File: src/rtl/sbqm_pkg.sv
// sbqm_pkg: shared widths, constants, FSM states and wait-time numerator helper for the SBqM queue controller
package sbqm_pkg;
    localparam int PCOUNT_W = 3;
    localparam int TCOUNT_W = 2;
    localparam int SVC_TIME = 3;
    localparam int WTIME_W  = 5;
    localparam logic [PCOUNT_W-1:0] PCOUNT_MAX = '1;
    typedef enum logic [1:0] {IDLE, LOAD, DIV, DONE} state_t;
    function automatic logic [WTIME_W-1:0] wt_num(input logic [PCOUNT_W-1:0] p, input logic [TCOUNT_W-1:0] t);
        return (p == '0) ? '0 : WTIME_W'(SVC_TIME * (int'(p) + int'(t) - 1));
    endfunction
endpackage

File: src/rtl/sbqm_wtime_div.sv
// sbqm_wtime_div: serial restoring divider, one quotient bit per cycle, operands latched on i_start
module sbqm_wtime_div
    import sbqm_pkg::*;
(
    input  logic                clk,
    input  logic                rst_n,
    input  logic                i_start,
    input  logic [WTIME_W-1:0]  i_num,
    input  logic [TCOUNT_W-1:0] i_den,
    output logic [WTIME_W-1:0]  o_quo,
    output logic                o_done
);
    localparam int CNT_W = $clog2(WTIME_W + 1);
    logic [WTIME_W-1:0]  r_quo;
    logic [TCOUNT_W-1:0] r_rem, r_den;
    logic [CNT_W-1:0]    r_cnt;
    logic [TCOUNT_W:0]   w_sh, w_diff;
    logic                w_ge;
    // remainder stays below the divisor, so it fits in TCOUNT_W bits
    assign w_sh   = {r_rem, r_quo[WTIME_W-1]};
    assign w_ge   = w_sh >= {1'b0, r_den};
    assign w_diff = w_sh - {1'b0, r_den};
    assign o_quo  = r_quo;
    assign o_done = r_cnt == CNT_W'(1);
    always_ff @(posedge clk or negedge rst_n) begin
        if (!rst_n) begin
            r_quo <= '0;
            r_rem <= '0;
            r_den <= '0;
            r_cnt <= '0;
        end else if (i_start) begin
            r_quo <= i_num;
            r_den <= i_den;
            r_rem <= '0;
            r_cnt <= CNT_W'(WTIME_W);
        end else if (r_cnt != '0) begin
            r_quo <= {r_quo[WTIME_W-2:0], w_ge};
            r_rem <= w_ge ? w_diff[TCOUNT_W-1:0] : w_sh[TCOUNT_W-1:0];
            r_cnt <= r_cnt - CNT_W'(1);
        end
    end
endmodule

File: src/rtl/sbqm_queue_ctrl.sv
// sbqm_queue_ctrl: sensor-driven bounded customer count with serial wait-time computation
// QUEUE_ALARM_EN adds an alarm pulse on rejected arrivals/departures
module sbqm_queue_ctrl
    import sbqm_pkg::*;
(
    input  logic                clk,
    input  logic                rst_n,
    input  logic                front_sensor,
    input  logic                back_sensor,
    input  logic [TCOUNT_W-1:0] tcount,
    output logic [PCOUNT_W-1:0] pcount,
    output logic                full,
    output logic                empty,
    output logic [WTIME_W-1:0]  wtime,
    output logic                wtime_valid,
    output logic                busy
`ifdef QUEUE_ALARM_EN
    ,
    output logic                alarm
`endif
);
    logic [1:0]          r_fs, r_bs;
    logic                r_fs_d, r_bs_d, r_full, r_empty, r_wtime_valid;
    logic                w_arr, w_dep, w_up, w_dn, w_pending, w_div_done;
    logic [PCOUNT_W-1:0] r_pcount, r_lat_p, w_pcount_nx;
    logic [TCOUNT_W-1:0] r_lat_t, w_teff;
    logic [WTIME_W-1:0]  r_wtime, w_quo;
    state_t              r_state, w_state_nx;
    assign w_arr       = r_fs[1] & ~r_fs_d;
    assign w_dep       = r_bs[1] & ~r_bs_d;
    // a simultaneous departure frees the slot at full, but is ignored at empty
    assign w_up        = w_arr & ~r_full & (~w_dep | r_empty);
    assign w_dn        = w_dep & ~w_arr & ~r_empty;
    assign w_pcount_nx = r_pcount + PCOUNT_W'(w_up) - PCOUNT_W'(w_dn);
    assign w_teff      = (tcount == '0) ? TCOUNT_W'(1) : tcount;
    assign w_pending   = (r_pcount != r_lat_p) || (w_teff != r_lat_t);
    assign pcount      = r_pcount;
    assign full        = r_full;
    assign empty       = r_empty;
    assign wtime       = r_wtime;
    assign wtime_valid = r_wtime_valid;
    always_ff @(posedge clk or negedge rst_n) begin
        if (!rst_n) begin
            r_fs     <= '0;
            r_bs     <= '0;
            r_fs_d   <= 1'b0;
            r_bs_d   <= 1'b0;
            r_pcount <= '0;
            r_full   <= 1'b0;
            r_empty  <= 1'b1;
        end else begin
            r_fs     <= {r_fs[0], front_sensor};
            r_bs     <= {r_bs[0], back_sensor};
            r_fs_d   <= r_fs[1];
            r_bs_d   <= r_bs[1];
            r_pcount <= w_pcount_nx;
            r_full   <= w_pcount_nx == PCOUNT_MAX;
            r_empty  <= w_pcount_nx == '0;
        end
    end
    // reset latch matches the reset count and a single teller so no spurious computation follows reset
    always_ff @(posedge clk or negedge rst_n) begin
        if (!rst_n) begin
            r_state       <= IDLE;
            r_lat_p       <= '0;
            r_lat_t       <= TCOUNT_W'(1);
            r_wtime       <= '0;
            r_wtime_valid <= 1'b0;
        end else begin
            r_state       <= w_state_nx;
            r_wtime_valid <= r_state == DONE;
            if (r_state == LOAD) begin
                r_lat_p <= r_pcount;
                r_lat_t <= w_teff;
            end
            if (r_state == DONE) r_wtime <= w_quo;
        end
    end
    always_comb begin
        w_state_nx = r_state;
        busy       = r_state != IDLE;
        case (r_state)
            IDLE:    w_state_nx = w_pending ? LOAD : IDLE;
            LOAD:    w_state_nx = DIV;
            DIV:     w_state_nx = w_div_done ? DONE : DIV;
            default: w_state_nx = IDLE;
        endcase
    end
    sbqm_wtime_div u_div (
        .clk     (clk),
        .rst_n   (rst_n),
        .i_start (r_state == LOAD),
        .i_num   (wt_num(r_pcount, w_teff)),
        .i_den   (w_teff),
        .o_quo   (w_quo),
        .o_done  (w_div_done)
    );
`ifdef QUEUE_ALARM_EN
    logic r_alarm;
    assign alarm = r_alarm;
    always_ff @(posedge clk or negedge rst_n) begin
        if (!rst_n) r_alarm <= 1'b0;
        else        r_alarm <= (w_arr & ~w_dep & r_full) | (w_dep & ~w_arr & r_empty);
    end
`endif
endmodule

File: config.mk
export PLATFORM = sky130hd
export DESIGN_NAME = sbqm_queue_ctrl
export DESIGN_NICKNAME = d
export VERILOG_FILES = /design/src/rtl/sbqm_pkg.sv /design/src/rtl/sbqm_wtime_div.sv /design/src/rtl/sbqm_queue_ctrl.sv
export SDC_FILE = /design/constraint.sdc
export NUM_CORES = 1
export LEC_CHECK = 0
export ABC_AREA = 1
export CORE_MARGIN = 2
export CORE_UTILIZATION = 40
export CTS_BUF_LIST = sky130_fd_sc_hd__clkbuf_2
export CTS_CLUSTER_DIAMETER = 150
export DETAILED_ROUTE_END_ITERATION = 7
export PLACE_DENSITY = 0.73
export REMOVE_ABC_BUFFERS = 1
export SLEW_MARGIN = 25
export SYNTH_ARGS = -nofsm -noshare
export SYNTH_HDL_FRONTEND = slang
export SYNTH_HIERARCHICAL = 1
export SYNTH_SLANG_ARGS = --single-unit
File: constraint.sdc
create_clock -name clk -period 3.15 [get_ports clk]
set_input_delay 0.63 -clock clk [delete_from_list [all_inputs] [get_ports clk]]
set_output_delay 0.63 -clock clk [all_outputs]
set_load 0.005 [all_outputs]
==> insert_results.sql <==
INSERT INTO impl_metrics (metric_group, metric, value, unit) VALUES
('outcome', 'status', 'finished clean', ''),
('global_routing', 'number_of_antenna_violations_at_the_first_check_in_global_routing', '0', ''),
('pwr', 'power_frac_comb', '0.608', ''),
('setup_path', 'crit_path_end_kind', 'flip-flop', ''),
('routing', 'totalWireLength', '3450', 'µm'),
('floorplan', 'std_cell_rows', '25', ''),
('pwr', 'cellInternalPower', '1.60', 'mW'),
('floorplan', 'floorplan.initialDensity', '0.418', ''),
('place', 'hpwl', '2620', 'µm'),
('synth', 'avg_inst_size_synth', '9.44', 'µm²'),
('global_routing', 'grt_pass1_wl', '6490', 'µm'),
('timing', 'number_of_pins_exceeding_their_max_slew_limit_in_the_final_report', '0', ''),
('global_routing', 'grt_overflow', '0', ''),
('floorplan', 'top_level_ports', '18', ''),
('hold_path', 'min-delay-path-class', 'in2async', ''),
('layout', 'final_nets', '270', ''),
('cts', 'cts.path.max_buffers', '2', ''),
('global_routing', 'globalRouteTotalUtil', '0.155', ''),
('routing', 'starting_drt_drc_count', '28', ''),
('setup_path', 'setup.worst_path.class', 'in2reg', ''),
('pwr', 'switching_share', '0.420', ''),
('timing', 'tightestPinTransition', '0.790', 'ns'),
('routing', 'dr_total_vias', '1377', ''),
('timing', 'rsz0062_at_grt', 'false', ''),
('setup_path', 'path_max_fanout', '3', ''),
('layout', 'share_of_cells_above_drive_strength_1', '0.178', ''),
('routing', 'antenna_left', '0', ''),
('layout', 'top_library_cells_by_usage_in_the_layout_fill_and_taps_aside', '55 x sky130_fd_sc_hd__nand2_1, 34 x sky130_fd_sc_hd__dfrtp_1, 32 x sky130_fd_sc_hd__inv_1, 19 x sky130_fd_sc_hd__ha_1', ''),
('synth', 'synth_top_cell_by_area', 'sky130_fd_sc_hd__dfrtp_1', ''),
('synth', 'count_of_warnings_emitted_by_yosys', '6', ''),
('setup_path', 'critical_path_arrival', '3.33', 'ns'),
('floorplan', 'die-height', '74.7', 'µm'),
('routing', 'routed_via_density', '4.46', ''),
('pwr', 'power.leakage', '1.20', 'nW'),
('place', 'gp_congestion', '0.766', ''),
('setup_path', 'timing.critical_path.max_delay_family', 'adder cells', ''),
('place', 'portBuffers', '17', ''),
('cts', 'cts_max_level', '2', ''),
('pwr', 'clock_power_share', '0.106', ''),
('synth', 'post-synth-top-area-fraction', '0.425', ''),
('job', 'cap_violations', '0', ''),
('setup_path', 'setup.worst_path.start', 'tcount[1]', ''),
('setup_path', 'critical_path_required', '3.48', 'ns'),
('synth', 'synth_area', '0.00200', 'mm²'),
('setup_path', 'cell_at_the_slowest_stage_of_the_critical_path', 'sky130_fd_sc_hd__fa_2', ''),
('global_routing', 'largest_net_degree_at_the_start_of_global_routing', '37', ''),
('synth', 'ys_seq_elements', '36', ''),
('routing', 'drc', '0', ''),
('setup_path', 'timing.critical_path.depth', '14', ''),
('timing', 'timing.fmax', '333', 'MHz'),
('setup_path', 'timing.rr.start', 'pcount[1]$_DFF_PN0_', ''),
('floorplan', 'dieArea', '0.00558', 'mm²'),
('pwr', 'netSwitchingPower', '1.16', 'mW'),
('setup_path', 'critical_path.most_common_cell', 'sky130_fd_sc_hd__ha_1', ''),
('setup_path', 'cp_cell_sequence', 'dlygate4sd2_1 > inv_2 > ha_1 > inv_1 > ha_1 > inv_2 > fa_1 > ha_1 > ha_1 > fa_2 > inv_1 > nor2_1 > nand2_1 > a31oi_1', ''),
('timing', 'report.final.hold_viol_count', '0', ''),
('cts', 'clk_root_buffer_cell', 'sky130_fd_sc_hd__clkbuf_2', ''),
('synth', 'synth.distinct_cells', '34', ''),
('synth', 'synth_edf_count', '0', ''),
('global_routing', 'grt_pass1_vias', '1428', ''),
('timing', 'finalSetupViolCount', '0', ''),
('cts', 'clock_edge_transition_at_the_registers_on_the_reported_setup_and_hold_paths', '0.19', 'ns'),
('timing', 'setup-tns-final', '0', 'ns'),
('synth', 'synth_seq_area_share', '0.452', ''),
('synth', 'synth_async_sr_flop_share', '1.00', ''),
('timing', 'fin_crit_sh', '0.954', ''),
('timing', 'layout_min_cycle_time', '3.00', 'ns'),
('setup_path', 'critical_path.n_buffers_inverters', '5', ''),
('cts', 'clk_latency', '0.39', 'ns'),
('synth', 'synthTopCellsByArea', 'sky130_fd_sc_hd__dfrtp_1 43%, sky130_fd_sc_hd__ha_1 12%, sky130_fd_sc_hd__nand2_1 10%, sky130_fd_sc_hd__inv_1 6.6%, sky130_fd_sc_hd__fa_1 4.0%', ''),
('setup_path', 'startpoint_type', 'primary input', '');
-- timing repair --
action,in CTS,in global routing
resized for setup,6,2
endpoints found under the setup margin,2,2
gates cloned,0,0
pin swaps,4,1
buffers inserted,1,1
-- cells in the mapped netlist (2+ instances only) --
library cell and count:
sky130_fd_sc_hd__nand2_1 55, sky130_fd_sc_hd__inv_1 35, sky130_fd_sc_hd__dfrtp_1 34, sky130_fd_sc_hd__ha_1 19
sky130_fd_sc_hd__nor2_1 15, sky130_fd_sc_hd__nand3_1 6, sky130_fd_sc_hd__o21ai_0 6, sky130_fd_sc_hd__mux2_2 5
sky130_fd_sc_hd__fa_1 4, sky130_fd_sc_hd__clkbuf_1 3, sky130_fd_sc_hd__a21oi_1 2, sky130_fd_sc_hd__buf_6 2
sky130_fd_sc_hd__dfstp_2 2, sky130_fd_sc_hd__inv_2 2, sky130_fd_sc_hd__nand4_1 2, sky130_fd_sc_hd__xnor2_1 2
-- area by class of cell --
class / instances / area [µm²]
fillers: 436 / 2420
multi-input cells: 132 / 917
flip-flops and latches: 36 / 903
repair buffers: 27 / 238
inverters: 39 / 156
well taps: 67 / 83.8
clock inverters: 3 / 42.5
clock buffers: 5 / 25.0
-- registers in the layout (all words and copies together), names as in the netlist --
name,cells
empty,1
full,1
pcount,3
r_bs,2
r_bs_d,1
r_fs,2
r_fs_d,1
r_lat_p,3
r_lat_t,2
r_state,2
u_div/o_quo,5
u_div/r_cnt,3
u_div/r_den,2
u_div/r_rem,2
wtime,5
wtime_valid,1
-- logic make-up (layout without fill, tap and decap cells) --
kind of cell | Yosys count | after routing | share of synthesized area
simple gates | 85 | 85 | 0.184
mux | 5 | 5 | 0.0281
flops | 36 | 36 | 0.452
buf+inv | 44 | 74 | 0.0951
compound gates | 13 | 13 | 0.0388
fa+ha+maj | 23 | 23 | 0.159
xor+xnor | 6 | 6 | 0.0432
-- worst paths after layout --
check	to	slack, ns
setup / recovery	u_div/o_quo[3]$_DFFE_PN0P_	0.15
hold / removal	pcount[2]$_DFF_PN0_	0.29
setup reg to reg	u_div/o_quo[3]$_DFFE_PN0P_	0.22
hold reg to reg	r_bs[1]$_DFF_PN0_	0.38
max in group asynchronous	wtime[0]$_DFFE_PN0P_	2.36
min in group clk	r_bs[1]$_DFF_PN0_	0.38
-- per-layer routing --
metal / track usage / vias up / wire length [µm]
met5: 0 / - / 0
met4: 0.0556 / 0 / 67
met3: 0.0428 / 6 / 143
met2: 0.240 / 25 / 1590
met1: 0.212 / 639 / 1660
li1: - / 707 / -
-- through the flow --
step / power, mW / cells / setup slack, ns / cell area (µm²) / hold WS, ns
2_1_floorplan: 1.92 / 207 / 0.0315 / 1970 / 0.331
3_3_place_gp: 2.37 / 299 / -0.558 / 2280 / 0.333
3_5_place_dp: 2.44 / 299 / -0.663 / 2280 / 0.343
4_1_cts: 2.78 / 308 / 0.102 / 2350 / 0.313
5_1_grt: 3.08 / 309 / 0.0213 / 2370 / 0.309
6_report: 2.76 / 309 / 0.145 / 2370 / 0.287
-- power by group through the flow --
stage | sequential (mW) | combinational, mW | clock [mW]
after CTS | 0.788 | 1.69 | 0.302
after global placement | 0.792 | 1.58 | 0
after floorplan | 0.813 | 1.10 | 0
after detailed placement | 0.796 | 1.64 | 0
after global routing | 0.816 | 1.93 | 0.328
final | 0.788 | 1.68 | 0.294
Power figures use the tool's default switching activity.
